==> src/rtl/z80_bus_ctrl.sv <==
// -----------------------------------------------------------------------------
// z80_bus_ctrl
//
// Bus and system controller for the Z80 mini computer. It sits between the
// CPU core and the memory/IO devices and provides:
//   - a registered cpu_clk divided down from CLK50M (50% duty),
//   - a reset stretcher holding cpu_rst for RST_CYCLES cpu_clk rises,
//   - combinational ROM/RAM/IO chip selects and read/write strobes,
//   - an optional per-region wait-state generator driving cpu_wait.
//
// Optional feature macro: Z80_BUS_WAIT_EN
//   defined   : wait FSM built, ROM_WAIT/RAM_WAIT/IO_WAIT active.
//   undefined : no FSM, cpu_wait tied low, wait parameters ignored.
//
// Ports:
//   CLK50M      in   system clock, the only clock in the block
//   n_RST       in   asynchronous active-low reset
//   cpu_mreq    in   memory request (active high)
//   cpu_ioreq   in   IO request (active high)
//   cpu_rd      in   read (active high)
//   cpu_wr      in   write (active high)
//   cpu_addr    in   16-bit CPU address
//   cpu_clk     out  divided CPU clock
//   cpu_rst     out  active-high CPU reset
//   cpu_wait    out  active-high wait request
//   rom_n_ce    out  ROM chip select (active low)
//   ram_n_ce    out  RAM chip select (active low)
//   io_n_ce     out  IO chip select (active low)
//   n_oe        out  read strobe (active low)
//   n_we        out  write strobe (active low)
// -----------------------------------------------------------------------------
module z80_bus_ctrl #(
    parameter int DIV        = 4,
    parameter int RST_CYCLES = 8,
    parameter int ROM_ABITS  = 12,
    parameter int ROM_WAIT   = 0,
    parameter int RAM_WAIT   = 0,
    parameter int IO_WAIT    = 1
) (
    input  logic        CLK50M,
    input  logic        n_RST,
    input  logic        cpu_mreq,
    input  logic        cpu_ioreq,
    input  logic        cpu_rd,
    input  logic        cpu_wr,
    input  logic [15:0] cpu_addr,
    output logic        cpu_clk,
    output logic        cpu_rst,
    output logic        cpu_wait,
    output logic        rom_n_ce,
    output logic        ram_n_ce,
    output logic        io_n_ce,
    output logic        n_oe,
    output logic        n_we
);

    // Elaboration-time sanity check of the configuration.
    if (DIV < 2 || (DIV % 2) != 0 || RST_CYCLES < 1 || RST_CYCLES > 255 ||
        ROM_ABITS < 8 || ROM_ABITS > 15 ||
        ROM_WAIT < 0 || ROM_WAIT > 15 || RAM_WAIT < 0 || RAM_WAIT > 15 ||
        IO_WAIT < 0 || IO_WAIT > 15) begin : g_param_err
        $error("z80_bus_ctrl: parameter out of range");
    end

    // -------------------------------------------------------------------------
    // Clock divider
    // -------------------------------------------------------------------------
    localparam int HALF = DIV / 2;
    localparam int DCW  = (HALF > 1) ? $clog2(HALF) : 1;
    localparam logic [DCW-1:0] DIV_TC = DCW'(HALF - 1);

    logic [DCW-1:0] div_cnt_reg;
    logic           cpu_clk_reg;
    logic           div_tc;
    logic           clk_rise;

    assign div_tc   = (div_cnt_reg == DIV_TC);
    // High for the one CLK50M cycle whose closing edge drives cpu_clk 0->1.
    assign clk_rise = div_tc & ~cpu_clk_reg;

    always_ff @(posedge CLK50M or negedge n_RST) begin
        if (!n_RST) begin
            div_cnt_reg <= '0;
            cpu_clk_reg <= 1'b0;
        end else if (div_tc) begin
            div_cnt_reg <= '0;
            cpu_clk_reg <= ~cpu_clk_reg;
        end else begin
            div_cnt_reg <= div_cnt_reg + 1'b1;
        end
    end

    assign cpu_clk = cpu_clk_reg;

    // -------------------------------------------------------------------------
    // Reset stretcher: saturating count of cpu_clk rises since n_RST release
    // -------------------------------------------------------------------------
    localparam logic [7:0] RST_TC = 8'(RST_CYCLES);

    logic [7:0] rst_cnt_reg;
    logic       rst_active;

    assign rst_active = (rst_cnt_reg != RST_TC);

    always_ff @(posedge CLK50M or negedge n_RST) begin
        if (!n_RST) begin
            rst_cnt_reg <= '0;
        end else if (clk_rise && rst_active) begin
            rst_cnt_reg <= rst_cnt_reg + 8'd1;
        end
    end

    assign cpu_rst = rst_active;

    // -------------------------------------------------------------------------
    // Address decode and strobes (combinational, blocked while in reset)
    // -------------------------------------------------------------------------
    localparam logic [16:0] ROM_TOP = 17'd1 << ROM_ABITS;

    logic in_rom;
    logic mem_cyc;
    logic io_cyc;
    logic bus_req;
    logic rom_sel;
    logic ram_sel;
    logic io_sel;
    logic oe_act;
    logic we_act;

    assign in_rom  = ({1'b0, cpu_addr} < ROM_TOP);
    // Simultaneous mreq and ioreq is illegal and selects nothing.
    assign mem_cyc = cpu_mreq & ~cpu_ioreq;
    assign io_cyc  = cpu_ioreq & ~cpu_mreq;
    assign bus_req = cpu_mreq | cpu_ioreq;

    assign rom_sel = ~rst_active & mem_cyc & in_rom;
    assign ram_sel = ~rst_active & mem_cyc & ~in_rom;
    assign io_sel  = ~rst_active & io_cyc;
    assign oe_act  = ~rst_active & cpu_rd & bus_req;
    assign we_act  = ~rst_active & cpu_wr & bus_req;

    assign rom_n_ce = ~rom_sel;
    assign ram_n_ce = ~ram_sel;
    assign io_n_ce  = ~io_sel;
    assign n_oe     = ~oe_act;
    assign n_we     = ~we_act;

`ifdef Z80_BUS_WAIT_EN
    // -------------------------------------------------------------------------
    // Wait-state FSM
    //   IDLE : waiting for a decoded read/write access on a cpu_clk rise
    //   WAIT : cpu_wait asserted, counting down remaining wait periods
    //   HOLD : wait done; stay here until the bus cycle ends so that only
    //          one wait sequence runs per bus cycle
    // -------------------------------------------------------------------------
    typedef enum logic [1:0] {
        ST_IDLE = 2'd0,
        ST_WAIT = 2'd1,
        ST_HOLD = 2'd2
    } wait_state_t;

    wait_state_t state_reg, state_next;
    logic [3:0]  wcnt_reg, wcnt_next;
    logic        wait_reg, wait_next;
    logic [3:0]  region_wait;
    logic        access_start;

    always_comb begin
        region_wait = 4'd0;
        if (rom_sel) begin
            region_wait = 4'(ROM_WAIT);
        end else if (ram_sel) begin
            region_wait = 4'(RAM_WAIT);
        end else if (io_sel) begin
            region_wait = 4'(IO_WAIT);
        end
    end

    assign access_start = clk_rise & (rom_sel | ram_sel | io_sel) & (cpu_rd | cpu_wr);

    always_comb begin
        state_next = state_reg;
        wcnt_next  = wcnt_reg;
        wait_next  = wait_reg;
        case (state_reg)
            ST_IDLE: begin
                if (access_start) begin
                    wcnt_next = region_wait;
                    if (region_wait == 4'd0) begin
                        state_next = ST_HOLD;
                    end else begin
                        state_next = ST_WAIT;
                        wait_next  = 1'b1;
                    end
                end
            end
            ST_WAIT: begin
                if (!bus_req) begin
                    // CPU abandoned the cycle: release immediately.
                    state_next = ST_IDLE;
                    wcnt_next  = 4'd0;
                    wait_next  = 1'b0;
                end else if (clk_rise) begin
                    // The rise that takes the count to zero ends the wait, so
                    // cpu_wait spans exactly region_wait cpu_clk periods.
                    if (wcnt_reg <= 4'd1) begin
                        state_next = ST_HOLD;
                        wcnt_next  = 4'd0;
                        wait_next  = 1'b0;
                    end else begin
                        wcnt_next = wcnt_reg - 4'd1;
                    end
                end
            end
            ST_HOLD: begin
                if (clk_rise && !bus_req) begin
                    state_next = ST_IDLE;
                end
            end
            default: begin
                state_next = ST_IDLE;
                wcnt_next  = 4'd0;
                wait_next  = 1'b0;
            end
        endcase
    end

    always_ff @(posedge CLK50M or negedge n_RST) begin
        if (!n_RST) begin
            state_reg <= ST_IDLE;
            wcnt_reg  <= 4'd0;
            wait_reg  <= 1'b0;
        end else begin
            state_reg <= state_next;
            wcnt_reg  <= wcnt_next;
            wait_reg  <= wait_next;
        end
    end

    assign cpu_wait = wait_reg & ~rst_active;
`else
    assign cpu_wait = 1'b0;
`endif

endmodule

==> config.mk <==
export PLATFORM = sky130hd
export DESIGN_NAME = z80_bus_ctrl
export DESIGN_NICKNAME = d
export VERILOG_FILES = /design/src/rtl/z80_bus_ctrl.sv
export SDC_FILE = /design/constraint.sdc
export NUM_CORES = 1
export LEC_CHECK = 0
export CAP_MARGIN = 20
export CORE_MARGIN = 1
export CORE_UTILIZATION = 34
export DETAILED_ROUTE_END_ITERATION = 12
export GPL_TIMING_DRIVEN = 0
export MAX_ROUTING_LAYER = met4
export PLACE_DENSITY_LB_ADDON = 0.05
export SYNTH_ARGS = -nofsm -noshare
export SYNTH_HDL_FRONTEND = slang
export SYNTH_SLANG_ARGS = --single-unit
==> constraint.sdc <==
create_clock -name CLK50M -period 3.15 [get_ports CLK50M]
set_input_delay 0.945 -clock CLK50M [delete_from_list [all_inputs] [get_ports CLK50M]]
set_output_delay 0.945 -clock CLK50M [all_outputs]
set_load 0.01 [all_outputs]
==> flow_summary.yaml <==
power:
  combPwrFrac: 0.098
  power_uw: 270
  leakage_uw: 0.000349
  p_clk_frac: 0.427
  p_sw_frac: 0.203
  vdd_drop_max_mv: 0.148
  intPower_uw: 215
  p_switching_uw: 54.9
  seq_power_share: 0.475
  cellPowerDensity_nw_per_um2: 348
timing:
  hold_ws_ns: 0.488
  setup_violations: 0
  max_freq_mhz: 322
  fin_crit_ns: 3.10
  clock_skew_ns: 0.00328
  finalHoldViolCount: 0
  slew_violations: 0
  min_period_over_period: 0.985
  rsz0062_at_grt: "no"
clocking:
  cts.sinks: 10
  clk_path_buf_depth: 2
  cts_tree: "done"
  cts_buffers: 3
  cts_root_buf: "clkbuf_4"
  clkTransAtPathRegs_ns: 0.06
  post_cts.repair.setup_buffers: 0
  cts_max_level: 1
  insertion_delay_ns: 0.27
yosys:
  synth_edf_count: 0
  synth_fp_nets: 73
  yosysUniqueCellTypes: 24
  async_flop_share: 1.00
  syn_avg_cell_area_um2: 11.3
  yosysTopAreaCell: "dfrtp_1"
  synth-main-ff-cell: "dfrtp_1"
  postSynthCellCount: 49
  yosysWarnings: 0
  syn-cell-area_um2: 554
  synth_seq_cells: 10
  ys_seq_area_frac: 0.451
  synth_area_leaders: "dfrtp_1 45%, xnor2_1 9.5%, ha_1 4.5%, nand4_1 4.5%, nor4b_4 4.3%"
  synth_top_cell_area_share: 0.451
cells_and_area:
  final_cell_mix: "13 x clkdlybuf4s50_1, 10 x dfrtp_1, 6 x xnor2_1"
  final_nets: 94
  largest_reg_flops: 8
  drive_above_1_share: 0.174
  final_core_util: 0.516
  final_cells: 85
  final_common_cell: "clkdlybuf4s50_1"
  stdcell_area_um2: 777
  final.fill_count: 139
  syn2layout_area_growth_pct: 40.2
  diodes: 0
status:
  status: "finished, final reports clean"
routing:
  wire_per_inst_um: 12.2
  drt_iter0_drc: 5
  dr.pass1.iters: 2
  detail-route-antenna-nets: 0
  vias_per_cell: 5.02
  via_count: 427
  drcViolationCount: 0
  wl_um: 1040
run:
  maxCapViolCount: 0
placement:
  place_hpwl_um: 842
  place_congestion: 0.683
  post-place-cells: 81
  placed_cell_area_um2: 734
  port_buffers: 16
grt:
  grt_pass1_wl_um: 1840
  grt_overflow_total: 0
  antenna_found_initial: 0
  first_global_vias: 436
  grt_util_all_layers: 0.145
  grt_start_max_net_pins: 11
die:
  num_rows: 14
  die-height_um: 42.4
  design.core.area_um2: 1510
  dieArea_um2: 1800
  ios: 30
  die_w_um: 42.4
  initial_utilization: 0.368
critical_path:
  r2r_end: "rst_cnt_reg[1]$_DFFE_PN0P_"
  crit_top_cell: "clkdlybuf4s50_1"
  crit_fanout: 4
  crit_buf_inv: 2
  cp.depth: 3
  slowest_stage: "clkdlybuf4s50_1"
  critPathKind: "input pin to primary output"
  ff2ff_setup_slack_ns: 1.68
  cp.arrival_ns: 2.16
  max_stage_delay_ns: 0.56
  start_kind: "input pin"
  r2r-start: "rst_cnt_reg[0]$_DFFE_PN0P_"
  cp_top_family: "buffers and inverters"
  critPathLaunch: "cpu_ioreq"
  ff2ff_path_depth: 4
  worstPathCellList: "clkdlybuf4s50_1 -> o211ai_1 -> clkdlybuf4s50_1"
  cp.required_ns: 2.20
  crit_path_end_kind: "primary output"
min_path:
  min_from: "rst_cnt_reg[3]$_DFFE_PN0P_"
  min_delay_path_depth: 1
  hp-class: "flop to flop"
  holdPathEnd: "rst_cnt_reg[3]$_DFFE_PN0P_"
-- per-stage QoR --
| step | setup TNS, ns | worst slack [ns] |
|---|---|---|
| finish | 0 | 0.0481 |
| CTS | 0 | 0.0413 |
| detailed placement | -0.244 | -0.170 |
| global placement | -0.234 | -0.161 |
| global route | 0 | 0.0112 |
| floorplan | 0 | 0.787 |
-- power groups by stage --
stage | combinational [µW] | sequential [µW] | clock (µW)
after global routing | 29.0 | 128 | 127
final | 26.5 | 128 | 116
after detailed placement | 27.0 | 131 | 0
after global placement | 27.1 | 131 | 0
after CTS | 27.3 | 128 | 120
after floorplan | 6.24 | 131 | 0
-- cells in the mapped netlist, types with 2 or more instances --
cell type	number
dfrtp_1	10
xnor2_1	6
inv_1	4
nand4_1	4
nand3b_1	3
ha_1	2
nor2b_1	2
o211ai_1	2
-- per-layer routing --
| metal | track usage | vias up | routed length, µm | share of wire |
|---|---|---|---|---|
| met5 | - | - | 0 | 0 |
| met4 | 0.0750 | 0 | 17 | 0.016 |
| met3 | 0.0517 | 4 | 93 | 0.090 |
| met2 | 0.188 | 18 | 432 | 0.42 |
| met1 | 0.196 | 193 | 496 | 0.48 |
| li1 | - | 212 | - | - |
-- worst max-delay path by stage --
stage / end / slack (ns)
after floorplan: ram_n_ce / 0.79
after global placement: ram_n_ce / -0.16
after detailed placement: ram_n_ce / -0.17
after CTS: n_oe / 0.04
after global routing: n_oe / 0.01
final: n_oe / 0.05
-- layout make-up --
type | instances | area (µm²) | area share
tap | 16 | 20.0 | 0.0258
timing repair buffer | 16 | 160 | 0.206
sequential | 10 | 250 | 0.322
inverter | 4 | 15.0 | 0.0193
clock buffer | 4 | 36.3 | 0.0467
buffer | 2 | 12.5 | 0.0161
multi-input combinational | 33 | 283 | 0.364
-- worst register-to-register path, delay by kind of cell, from the launching register on --
kind | cells | cell delay [ns]
buf+inv | 1 | 0.09
mux | 1 | 0.33
fa+ha+maj | 1 | 0.22
flops | 1 | 0.41
compound gates | 1 | 0.31
-- repair_timing --
| item | 4_1_cts | 5_1_grt |
|---|---|---|
| setup endpoints to repair | 2 | 1 |
| resized for setup | 3 | 1 |
| hold buffers | 0 | 0 |
-- kinds of logic (layout without fill, tap and decap cells) --
| group | Yosys count | count (layout) | synth area share |
|---|---|---|---|
| AND/OR/NAND/NOR | 17 | 17 | 0.228 |
| flip-flops | 10 | 10 | 0.451 |
| XOR/XNOR | 7 | 7 | 0.111 |
| buffers and inverters | 6 | 26 | 0.0496 |
| AO/OA/AOI/OAI | 5 | 5 | 0.0812 |
| adder cells (fa/ha/maj) | 2 | 2 | 0.0451 |
| other | 1 | 1 | 0.00677 |
| multiplexers | 1 | 1 | 0.0271 |
Note: power is estimated with default switching activity, not from simulation.
==> RTL change: new RTL, config.mk and constraints unchanged <==
The option `Z80_BUS_WAIT_EN` is turned on by a define.
--- a/src/rtl/z80_bus_ctrl.sv
+++ b/src/rtl/z80_bus_ctrl.sv
@@ -30,4 +30,6 @@
 //   n_we        out  write strobe (active low)
 // -----------------------------------------------------------------------------
+`define Z80_BUS_WAIT_EN
+
 module z80_bus_ctrl #(
     parameter int DIV        = 4,
Behaviour: same outputs for any inputs over 10 cycles, from zero or initial values and one cycle with n_RST low; that may be too few to reach the edited logic, so the function may still have changed.
==> RTL change against the original RTL <==
Routed wire length is 92% higher; sequential share of layout area is 1.7 points higher; setup slack better by 0.028 ns; area after synthesis is 78% higher; sequential cell count is 7 higher; register-to-register slack worse by 0.58 ns; combinational power grew to 3.4 times the old value; clock power is 4% higher; total power is 67% higher; final area is 62% higher; cell count is 75% higher; synthesized cell count is 94% higher; worst hold slack worse by 0.0079 ns; critical path type unchanged; highest routed layer unchanged.
==> RTL change: results (changes against the original RTL) <==
- Final sequential cell count: 17 (was 10)
- Number of antenna violations at the first check in global routing: 0 (unchanged)
- CP max FO: 5 (was 4)
- Sequential power share: 0.531 (was 0.475)
- Skew final: 0.01100 ns (was 0.003284 ns)
- Top post-synthesis cells by count: dfrtp_1, nand3_1, xnor2_1 (was dfrtp_1, xnor2_1, inv_1, nand4_1, nand3b_1)
- Static leakage: 0.5676 nW (was 0.3493 nW)
- Yosys warns: 0 (unchanged)
- Gr usage total: 0.1505 (was 0.1447)
- Register area: 425.4 sq um (was 250.2 sq um)
- DRT iter0 DRCs: 16 (was 5)
- NonClk Buf Share: 0.1544 (was 0.2222)
- Final WL: 1990 um (was 1039 um)
- Clock net power: 121 uW (was 116 uW)
- Synthesized area per cell: 10.40 sq um (was 11.31 sq um)
- Layout cell share with drive strength beyond 1: 0.1525 (was 0.1739)
- Clock buffer count: 3 (was 4)
- First-pass GRT wire length: 3519 um (was 1835 um)
- Critical Path Max Stage Delay: 0.51 ns (was 0.56 ns)
- Clock buf/inv share: 0.02191 (was 0.04670)
- Crit path DAT: 2.13 ns (was 2.16 ns)
- DR pass1 iterations: 3 (was 2)
- Fillers: 276 (was 139)
- Via count: 767 (was 427)
- Int Pwr: 320.4 uW (was 215.5 uW)
- Mapped Nets: 121 (was 73)
- Sequential share of the synthesized area: 0.4304 (was 0.4515)
- Bufs w/o clock: 20 (was 18)
- Status: complete, no violations (unchanged)
- Multi-input logic area: 541.8 sq um (was 282.8 sq um)
- Vias in the first global route: 725 (was 436)
- HPWL Detailed: 1491 um (was 841.8 um)
- Largest net degree at the start of global routing: 18 (was 11)
- Worst-Skew Late Latency: 0.29 ns (was 0.27 ns)
- Unique cell type count in the Yosys netlist: 36 (was 24)
- Nets: 145 (was 94)
- Port-buffer cells: 17 (was 16)
- Clock transition at path regs: 0.11 ns (was 0.06 ns)
- VDD IR max: 0.1914 mV (was 0.1479 mV)
- Reg2reg path depth: 9 (was 4)
- PD cells: 358.9 mW/mm^2 (was 348.0 mW/mm^2)
- Synth top area cells: dfrtp_1, xnor2_1, ha_1, nand3_1, o221ai_2 (was dfrtp_1, xnor2_1, ha_1, nand4_1, nor4b_4)
==> RTL change: cell families (layout without fill, tap and decap cells) <==
logic type               Yosys count  after routing  share of synthesized area
AND/OR/NAND/NOR                   45             45                     0.2924
XOR/XNOR                           8              8                    0.07089
buffers and inverters              8             31                    0.04051
flip-flops                        17             17                     0.4304
AO/OA/AOI/OAI                     11             11                    0.09368
adder cells (fa/ha/maj)            4              4                    0.05063
multiplexers                       2              2                    0.02152
==> RTL change: what timing repair did <==
item / CTS / global route
buffers inserted: 0 / 2
hold buffers: 0 / 0
resized for setup: 8 / 2
setup endpoints to repair: 5 / 2
pin swaps: 1 / 1
==> RTL change: metal layers <==
layer / part of all wire / track usage / vias up
met2: 0.42 / 0.2238 / 18
met1: 0.51 / 0.1938 / 359
met5: 0 / - / -
met3: 0.060 / 0.04884 / 2
li1: - / - / 388
met4: 0.0070 / 0.05226 / 0
==> RTL change: metrics by stage <==
step / hold slack [ns] / util / std cells
after global routing: 0.5054 / 0.4555 / 149
after detailed placement: 0.4669 / 0.4342 / 143
after global placement: 0.4634 / 0.4342 / 143
after CTS: 0.4839 / 0.4483 / 147
final: 0.4801 / 0.4555 / 149
after floorplan: 0.4479 / - / 95
==> RTL change: worst paths after layout <==
path                                               to                  startpoint  slack (ns)
max in group asynchronous         cpu_clk$_DFFE_PN0P_                       n_RST        1.54
max reg2reg                   wcnt_reg[2]$_DFFE_PN0P_  rst_cnt_reg[0]$_DFFE_PN0P_        1.10
max                                           io_n_ce                   cpu_ioreq        0.08
min in group asynchronous  rst_cnt_reg[5]$_DFFE_PN0P_                       n_RST        1.10
min                             div_cnt_reg$_DFF_PN0_       div_cnt_reg$_DFF_PN0_        0.48
min reg2reg                     div_cnt_reg$_DFF_PN0_       div_cnt_reg$_DFF_PN0_        0.48
